**src/rtl/timer_pkg.sv**
```systemverilog
// Shared CPU definitions for the memory-mapped timer.
// Holds the decoded register addresses, TCON bit positions and the address
// decode helper, so the bus decoder and the timer agree on one map.
package timer_pkg;

    localparam logic [31:0] ADDR_TH   = 32'h4000_0000;
    localparam logic [31:0] ADDR_TL   = 32'h4000_0004;
    localparam logic [31:0] ADDR_TCON = 32'h4000_0008;
    localparam logic [31:0] ADDR_PRE  = 32'h4000_000C;

    localparam int TCON_EN = 0;
    localparam int TCON_IE = 1;
    localparam int TCON_IS = 2;
    localparam int TCON_OS = 3;

    localparam int PRE_W = 16;

    typedef enum logic [2:0] {
        REG_NONE,
        REG_TH,
        REG_TL,
        REG_TCON,
        REG_PRE
    } reg_sel_t;

    // Full 32-bit compare: anything outside the four words selects nothing.
    function automatic reg_sel_t decode_addr(input logic [31:0] addr);
        reg_sel_t sel;
        case (addr)
            ADDR_TH:   sel = REG_TH;
            ADDR_TL:   sel = REG_TL;
            ADDR_TCON: sel = REG_TCON;
            ADDR_PRE:  sel = REG_PRE;
            default:   sel = REG_NONE;
        endcase
        return sel;
    endfunction

endpackage

```
**src/rtl/timer_prescaler.sv**
```systemverilog
// Prescaler for the timer.
// Ports:
//   clk, reset : system clock, synchronous active-high reset
//   en         : count enable (TCON.EN); pc holds while low
//   clear      : force pc back to 0 (PRE or TCON written)
//   pre        : terminal count; a tick is produced every pre+1 enabled cycles
//   tick       : one-cycle pulse when pc reaches pre
module timer_prescaler
    import timer_pkg::*;
(
    input  logic             clk,
    input  logic             reset,
    input  logic             en,
    input  logic             clear,
    input  logic [PRE_W-1:0] pre,
    output logic             tick
);

    logic [PRE_W-1:0] pc;

    // Tick comes from the current pc, so a clear in the same cycle still
    // lets this cycle's tick through; the clear only affects the next count.
    assign tick = en & (pc == pre);

    always_ff @(posedge clk) begin
        if (reset) begin
            pc <= '0;
        end else if (clear) begin
            pc <= '0;
        end else if (en) begin
            pc <= tick ? '0 : pc + PRE_W'(1);
        end
    end

endmodule

```
**src/rtl/timer.sv**
```systemverilog
// Memory-mapped 32-bit up-counting timer with reload and interrupt.
// Ports:
//   clk, reset : system clock, synchronous active-high reset
//   Addr       : CPU byte address; TH/TL/TCON/PRE decoded at 0x40000000..0C
//   WriteData  : store data
//   MemWr      : store strobe, one write per asserted cycle
//   MemRd      : load strobe
//   ReadData   : combinational load data, 0 when not reading a decoded word
//   IRQ        : level interrupt, IE & IS from registered state
module timer
    import timer_pkg::*;
(
    input  logic        clk,
    input  logic        reset,
    input  logic [31:0] Addr,
    input  logic [31:0] WriteData,
    input  logic        MemWr,
    input  logic        MemRd,
    output logic [31:0] ReadData,
    output logic        IRQ
);

    logic [31:0]      th;
    logic [31:0]      tl;
    logic [PRE_W-1:0] pre;
    logic             tcon_en;
    logic             tcon_ie;
    logic             tcon_is;
    logic             tcon_os;

    reg_sel_t sel;
    logic     wr_th;
    logic     wr_tl;
    logic     wr_tcon;
    logic     wr_pre;
    logic     tick;
    logic     ovf;

    assign sel     = decode_addr(Addr);
    assign wr_th   = MemWr & (sel == REG_TH);
    assign wr_tl   = MemWr & (sel == REG_TL);
    assign wr_tcon = MemWr & (sel == REG_TCON);
    assign wr_pre  = MemWr & (sel == REG_PRE);

    // A CPU write to TL overrides the tick, so it also suppresses the
    // overflow side effects (reload, IS, one-shot stop).
    assign ovf = tick & (tl == 32'hFFFF_FFFF) & ~wr_tl;

    timer_prescaler u_prescaler (
        .clk   (clk),
        .reset (reset),
        .en    (tcon_en),
        .clear (wr_pre | wr_tcon),
        .pre   (pre),
        .tick  (tick)
    );

    always_ff @(posedge clk) begin
        if (reset) begin
            th  <= '0;
            tl  <= '0;
            pre <= '0;
        end else begin
            if (wr_th) begin
                th <= WriteData;
            end
            if (wr_pre) begin
                pre <= WriteData[PRE_W-1:0];
            end
            if (wr_tl) begin
                tl <= WriteData;
            end else if (tick) begin
                tl <= ovf ? th : tl + 32'd1;
            end
        end
    end

    // A TCON write takes every written bit, except that an overflow in the
    // same cycle still raises IS so the interrupt is never lost.
    always_ff @(posedge clk) begin
        if (reset) begin
            tcon_en <= 1'b0;
            tcon_ie <= 1'b0;
            tcon_is <= 1'b0;
            tcon_os <= 1'b0;
        end else if (wr_tcon) begin
            tcon_en <= WriteData[TCON_EN];
            tcon_ie <= WriteData[TCON_IE];
            tcon_is <= WriteData[TCON_IS] | (ovf & tcon_ie);
            tcon_os <= WriteData[TCON_OS];
        end else begin
            if (ovf & tcon_ie) begin
                tcon_is <= 1'b1;
            end
            if (ovf & tcon_os) begin
                tcon_en <= 1'b0;
            end
        end
    end

    always_comb begin
        ReadData = '0;
        if (MemRd) begin
            case (sel)
                REG_TH:   ReadData = th;
                REG_TL:   ReadData = tl;
                REG_TCON: begin
                    ReadData[TCON_EN] = tcon_en;
                    ReadData[TCON_IE] = tcon_ie;
                    ReadData[TCON_IS] = tcon_is;
                    ReadData[TCON_OS] = tcon_os;
                end
                REG_PRE:  ReadData[PRE_W-1:0] = pre;
                default:  ReadData = '0;
            endcase
        end
    end

    assign IRQ = tcon_ie & tcon_is;

endmodule

```
**config.mk**
```make
export PLATFORM = sky130hd
export DESIGN_NAME = timer
export DESIGN_NICKNAME = d
export VERILOG_FILES = /design/src/rtl/timer_pkg.sv /design/src/rtl/timer_prescaler.sv /design/src/rtl/timer.sv
export SDC_FILE = /design/constraint.sdc
export NUM_CORES = 1
export LEC_CHECK = 0
export ABC_AREA = 1
export BUFFER_PORTS_ARGS = -buffer_cell sky130_fd_sc_hd__buf_2
export CAP_MARGIN = 20
export CELL_PAD_IN_SITES_DETAIL_PLACEMENT = 2
export CELL_PAD_IN_SITES_GLOBAL_PLACEMENT = 2
export CORE_ASPECT_RATIO = 1.25
export CORE_MARGIN = 2
export CORE_UTILIZATION = 32
export DETAILED_ROUTE_END_ITERATION = 10
export GPL_TIMING_DRIVEN = 1
export PLACE_DENSITY_LB_ADDON = 0.1
export SLEW_MARGIN = 0
export SYNTH_ARGS = -nofsm -noshare
export SYNTH_HDL_FRONTEND = slang
export SYNTH_SLANG_ARGS = --single-unit
export TNS_END_PERCENT = 20
```
**constraint.sdc**
```tcl
create_clock -name clk -period 5.2 [get_ports clk]
set_input_delay 0.52 -clock clk [delete_from_list [all_inputs] [get_ports clk]]
set_output_delay 0.52 -clock clk [all_outputs]
set_load 0.05 [all_outputs]
```
==> impl_metrics.json, run 1 <==
{
  "cts_tree": "built",
  "critical_path_class": "input pin to output port",
  "core_area_mm2": 0.0210,
  "dp_hpwl_mm": 21.4,
  "rsz0062_at_grt": "no",
  "clock-root-buffer": "clkbuf_16",
  "syn_inst": 1166,
  "drv_cap": 0,
  "initial_core_util": 0.328,
  "layout_setup_ws_ns": 1.49,
  "period_share": 0.714,
  "syn_avg_cell_area_um2": 5.90,
  "viasPerCell": 5.08,
  "wl_per_cell_um": 18.7,
  "cts_resized": 0,
  "period_needed_ns": 3.71,
  "fp.dieH_um": 168,
  "final_common_cell": "nand2_1",
  "place_congestion": 0.848,
  "setup_tns_ns": 0,
  "wirelength_mm": 28.4,
  "numCtsBuffers": 9,
  "drtAntennaViolNets": 0,
  "dieWidth_um": 135,
  "place_inst": 1504,
  "dieArea_mm2": 0.0227,
  "clk_pin_slew_ns": 0.08,
  "leakage_nw": 3.25,
  "finClkSkew_ns": 0.00885,
  "power_density_mw_per_mm2": 200,
  "worst_ep_arrival_time_ns": 3.19,
  "grt_max_degree": 48,
  "cts_buffer_depth": 2,
  "clock.fmax_ghz": 0.269,
  "drc": 0,
  "synth.net_count": 1236,
  "status": "completed",
  "cts_setup_buffers": 0,
  "final_hold_viol_count": 0,
  "cp.required_ns": 4.68,
  "final_cell_mix": "286 x nand2_1, 176 x inv_1, 161 x nor2_1, 110 x a21oi_1",
  "ys_ff_latch": 100,
  "clock_latency_ns": 0.37,
  "finalSetupViolCount": 0,
  "ys_types": 42,
  "io_pins": 101,
  "clock-sinks": 100,
  "firstDrtPassIters": 4,
  "drive_above_1_share": 0.123,
  "drt_iter0_markers": 277,
  "num_rows": 59,
  "yosysWarnings": 0,
  "hold_class": "input pin to register",
  "cts_hold_buf": 0,
  "slew_viol_final": 0,
  "htreeDepth": 3,
  "finalNonFillerCells": 1520,
  "final_nets": 1311,
  "grt_remaining_overflow": 0,
  "endpoint_kind": "output port",
  "worst_slew_margin_rel": 0.281,
  "dp_slack_ns": 1.48,
  "synth_seq_area_share": 0.291,
  "grt_pass1_wl_mm": 44.9,
  "worst_slew_pin_slew_ns": 1.07,
  "fillCellCount": 2723,
  "crit_fanout": 23,
  "synthesis.area_mm2": 0.00687,
  "syn_to_final_growth_pct": 14.2,
  "whs_ns": 0.398,
  "vias": 7726,
  "io_buffers": 100,
  "antenna_cells": 0,
  "grt.total_usage": 0.256,
  "antenna_found_initial": 0,
  "grt_pass1_vias": 8314,
  "peakVddDrop_mv": 0.165,
  "start_kind": "input pin"
}
==> Yosys cell counts (all sizes together) <==
cell type	count	area share
nand2	291	0.16
inv	181	0.099
nor2	175	0.11
a21oi	112	0.083
dfxtp	100	0.29
o21ai	94	0.069
nand3	89	0.067
xor2	27	0.034
buf	22	0.021
clkbuf	20	0.012
nor3	17	0.015
o22ai	10	0.0091
nand4	7	0.0073
xnor2	7	0.0089
o21a	3	0.0033
ha	2	0.0036
o221ai	2	0.0025
a21o	1	0.0011
a31oi	1	0.00091
and2	1	0.00091
and3	1	0.00091
clkinv	1	0.00055
nand3b	1	0.0011
o21bai	1	0.0011
==> final timing paths <==
path,start,endpoint,slack [ns],depth (start not counted)
worst max-delay path,Addr[15],ReadData[14],1.49,14
worst min-delay path,WriteData[23],th[23]$_SDFFE_PP0P_,0.40,3
worst max register to register,u_prescaler.pc[13]$_SDFFE_PP0P_,tl[14]$_SDFFE_PP0P_,2.30,11
worst min register to register,tcon_os$_SDFFE_PP0P_,tcon_os$_SDFFE_PP0P_,0.51,2
==> per-stage QoR <==
stage | power (W) | instance area, um^2 | util
3_3_place_gp | 0.000856 | 7550 | 0.360
5_1_grt | 0.00162 | 7850 | 0.374
6_report | 0.00157 | 7850 | 0.374
3_5_place_dp | 0.000858 | 7550 | 0.360
4_1_cts | 0.00159 | 7850 | 0.374
2_1_floorplan | 0.000811 | 6870 | -
==> critical path, cell delays in order <==
cell and delay (ns):
buf_2 0.10, nor2_1 0.10, nand2_1 0.10, nor2_4 0.18, nand2_1 0.12, nor2_1 0.33
nor2_1 0.10, nand2_1 0.34, inv_1 0.53, nand2_1 0.18, o21ai_0 0.13, a21oi_1 0.16
nor2_1 0.06, buf_2 0.23
==> logic make-up (layout without fill, tap and decap cells) <==
family,Yosys count,after routing,synth area share
xor gates and xnor gates,34,34,0.0433
and+or+nand+nor,582,582,0.360
buffers and inverters,224,304,0.132
adders and majority gates,2,2,0.00364
DFF,100,100,0.291
AOI/OAI and AO/OA,224,224,0.170
==> state kept, by name, summed over array words and instances, names as in the netlist <==
signal	cells
tcon_en	1
tcon_os	1
tcon_ie	1
tcon_is	1
th	32
u_prescaler.pc	16
tl	32
pre	16
==> power by group <==
group / switching (W) / internal (W) / leakage (nW)
Sequential: 0.000000000000321 / 0.000765 / 0.805
Clock: 0.000339 / 0.000389 / 0.138
Combinational: 0.0000485 / 0.0000258 / 2.31
==> layer usage <==
metal / up-vias / GRT usage / share of wire
li1: 3816 / - / -
met1: 3767 / 0.289 / 0.41
met2: 109 / 0.503 / 0.54
met3: 34 / 0.0187 / 0.022
met4: 0 / 0.0779 / 0.020
met5: - / 0 / 0
==> area by class of cell <==
type,instances,area (um^2),share of cell area
Multi-Input combinational cell,842,3970,0.506
Sequential cell,100,2000,0.255
Inverter,182,686,0.0873
Timing Repair Buffer,106,546,0.0695
Tap cell,274,343,0.0437
Clock buffer,11,243,0.0309
Clock inverter,5,61.3,0.00781
No activity file was read; power rests on OpenSTA's default activity.
==> inputs of run 2 (changes only) <==
- ABC_AREA: 1 -> 0
- CORE_UTILIZATION: 32 -> 33
- clock period: 5.2 -> 3.5 ns (I/O delays scaled with it)
==> impl_metrics.json, run 2 <==
{
  "synth_top_area_cell": "dfxtp_1",
  "io_buffers": 100,
  "antenna_found_initial": 0,
  "numCtsBuffers": 9,
  "leakage_nw": 2.64,
  "dp_slack_ns": 0.697,
  "worst_slew_pin_slew_ns": 0.786,
  "cp.required_ns": 3.15,
  "clk_pin_slew_ns": 0.07,
  "yosys.area.top_type_share": 0.340,
  "synth_seq_area_share": 0.340,
  "final_cell_mix": "101 x nor2_1, 100 x buf_2, 100 x dfxtp_1, 81 x nand2_1, 43 x a21oi_1",
  "hold_class": "input pin to register",
  "synth.most_common_cell": "nor2_1",
  "path_delay_family": "simple AND/OR/NAND/NOR gates",
  "wirelength_mm": 22.9,
  "synthesis.area_mm2": 0.00589,
  "synth.net_count": 788,
  "clock_latency_ns": 0.36,
  "dp_hpwl_mm": 17.1,
  "grt_pass1_vias": 6559,
  "vias": 5863,
  "setup_tns_ns": 0,
  "yosys-top-cells-count": "101 x nor2_1, 100 x dfxtp_1, 81 x nand2_1",
  "ys_types": 64,
  "synth_adder_area_share": 0.00425,
  "yosys.area_share.simple": 0.278,
  "syn_inst": 718,
  "synth-async-reset-ratio": 0,
  "drive_above_1_share": 0.219,
  "clock-sinks": 100,
  "endpoint_kind": "output port",
  "clock.fmax_ghz": 0.361,
  "grt_pass1_wl_mm": 36.3,
  "yosysWarnings": 0,
  "firstDrtPassIters": 7,
  "largestRegisters": "th: 32 flops, tl: 32 flops",
  "dieWidth_um": 124,
  "syn_avg_cell_area_um2": 8.21,
  "synth.top_cells.by_area": "dfxtp_1 34%, nor2_1 6.4%, mux2i_1 5.9%, nand2_1 5.2%, xnor2_1 3.9%",
  "final_common_cell": "nor2_1",
  "rsz0062_at_grt": "no",
  "whs_ns": 0.212,
  "wl_per_cell_um": 22.1,
  "io_pins": 101,
  "htreeDepth": 3,
  "cts_buffer_depth": 2,
  "status": "completed",
  "num_rows": 54,
  "slew_viol_final": 0,
  "fillCellCount": 2017,
  "finalSetupViolCount": 0,
  "syn_to_final_growth_pct": 18.2,
  "worst_slew_margin_rel": 0.474,
  "viasPerCell": 5.66,
  "synth-compound-area-share": 0.180,
  "drc": 0,
  "initial_core_util": 0.337,
  "start_kind": "input pin",
  "cts_hold_buf": 0,
  "dieArea_mm2": 0.0190,
  "antenna_cells": 0,
  "clock-root-buffer": "clkbuf_16",
  "crit_fanout": 16,
  "core_area_mm2": 0.0175,
  "drv_cap": 0,
  "layout_setup_ws_ns": 0.730,
  "critical_path_class": "input pin to output port",
  "crit_buf_inv": 2,
  "final_nets": 877,
  "ys.flop_type": "dfxtp_1",
  "period_share": 0.792,
  "cts_setup_buffers": 0,
  "cts_resized": 0,
  "ys_ff_latch": 100,
  "fin_util": 0.398,
  "drt_iter0_markers": 263,
  "period_needed_ns": 2.77,
  "multiInputGateArea_mm2": 0.00366,
  "grt_max_degree": 44,
  "ff_latch_area_mm2": 0.00200,
  "grt_remaining_overflow": 0,
  "synth_edf_count": 0,
  "fp.dieH_um": 153,
  "finClkSkew_ns": 0.00938,
  "cts_tree": "built",
  "grt.total_usage": 0.249,
  "synth_mux_area_frac": 0.0900,
  "crit_chain": "buf_2, nor4_1, nand4_1, nor2_1, nand2_1, nor2_1, buf_2",
  "worst_ep_arrival_time_ns": 2.42,
  "place_congestion": 0.832,
  "synth_top_family_by_area": "simple AND/OR/NAND/NOR gates",
  "drtAntennaViolNets": 0,
  "final_hold_viol_count": 0,
  "crit_slowest_cell": "nand2_1",
  "cp_slowest_stage_delay_ns": 0.49,
  "peakVddDrop_mv": 0.199,
  "synth-xor-area-share": 0.0684,
  "power_density_mw_per_mm2": 334
}
==> run 2: cell types whose count changed after synthesis, sizes merged, moves of 19 or more <==
cell / previous run / this run
nand2: 291 / 82
inv: 181 / 5
o21ai: 94 / 13
nor2: 175 / 101
a21oi: 112 / 44
nand3: 89 / 22
mux2i: 0 / 35
a22oi: 0 / 29
nand4: 7 / 28
a211oi: 0 / 19
xnor2: 7 / 26
==> run 2: path summary, 6_finish.rpt <==
path                                  startpoint                  end  slack, ns  depth (start not counted)
setup / recovery                         Addr[9]          ReadData[6]       0.73                          7
hold / removal                     WriteData[22]  tl[22]$_SDFFE_PP0P_       0.21                          3
setup reg to reg  u_prescaler.pc[1]$_SDFFE_PP0P_  tl[31]$_SDFFE_PP0P_       0.90                          8
hold reg to reg              th[31]$_SDFFE_PP0P_  th[31]$_SDFFE_PP0P_       0.49                          2
==> run 2: area by class of cell <==
class	instances	area share
Clock buffer	11	0.0363
Clock inverter	5	0.00862
Inverter	5	0.00269
Multi-Input combinational cell	567	0.525
Sequential cell	100	0.287
Tap cell	224	0.0402
Timing Repair Buffer	124	0.0995
==> run 2: metrics by stage <==
step / total power, W / instance area, um^2 / std cells
after floorplan: 0.00120 / 5890 / 718
after global placement: 0.00127 / 6650 / 1020
after detailed placement: 0.00127 / 6650 / 1020
after CTS: 0.00235 / 6970 / 1036
after global routing: 0.00240 / 6970 / 1036
final: 0.00232 / 6970 / 1036
==> run 2: worst min-delay path: stages <==
cell and delay [ns]:
buf_2 0.09, nand2_1 0.04, o21ai_1 0.06
==> run 2: power by group <==
| part | total [W] | switching, W | internal [W] |
|---|---|---|---|
| Sequential | 0.00114 | 0.000000000000351 | 0.00114 |
| Combinational | 0.000111 | 0.0000693 | 0.0000413 |
| Clock | 0.00108 | 0.000482 | 0.000596 |
| Total | 0.00232 | 0.000551 | 0.00177 |
==> run 2: per-layer routing <==
metal,vias up,global-route usage,routed length (um)
li1,2788,-,-
met1,2943,0.282,9180
met2,98,0.462,12400
met3,34,0.0224,578
met4,0,0.105,749
met5,-,0,0
==> run 2: kinds of logic after synthesis <==
| group | after synthesis |
|---|---|
| adder cells (fa/ha/maj) | 2 |
| multiplexers | 51 |
| AND/OR/NAND/NOR | 318 |
| AO/OA/AOI/OAI | 150 |
| XOR/XNOR | 46 |
| flip-flops | 100 |
| buffers and inverters | 51 |
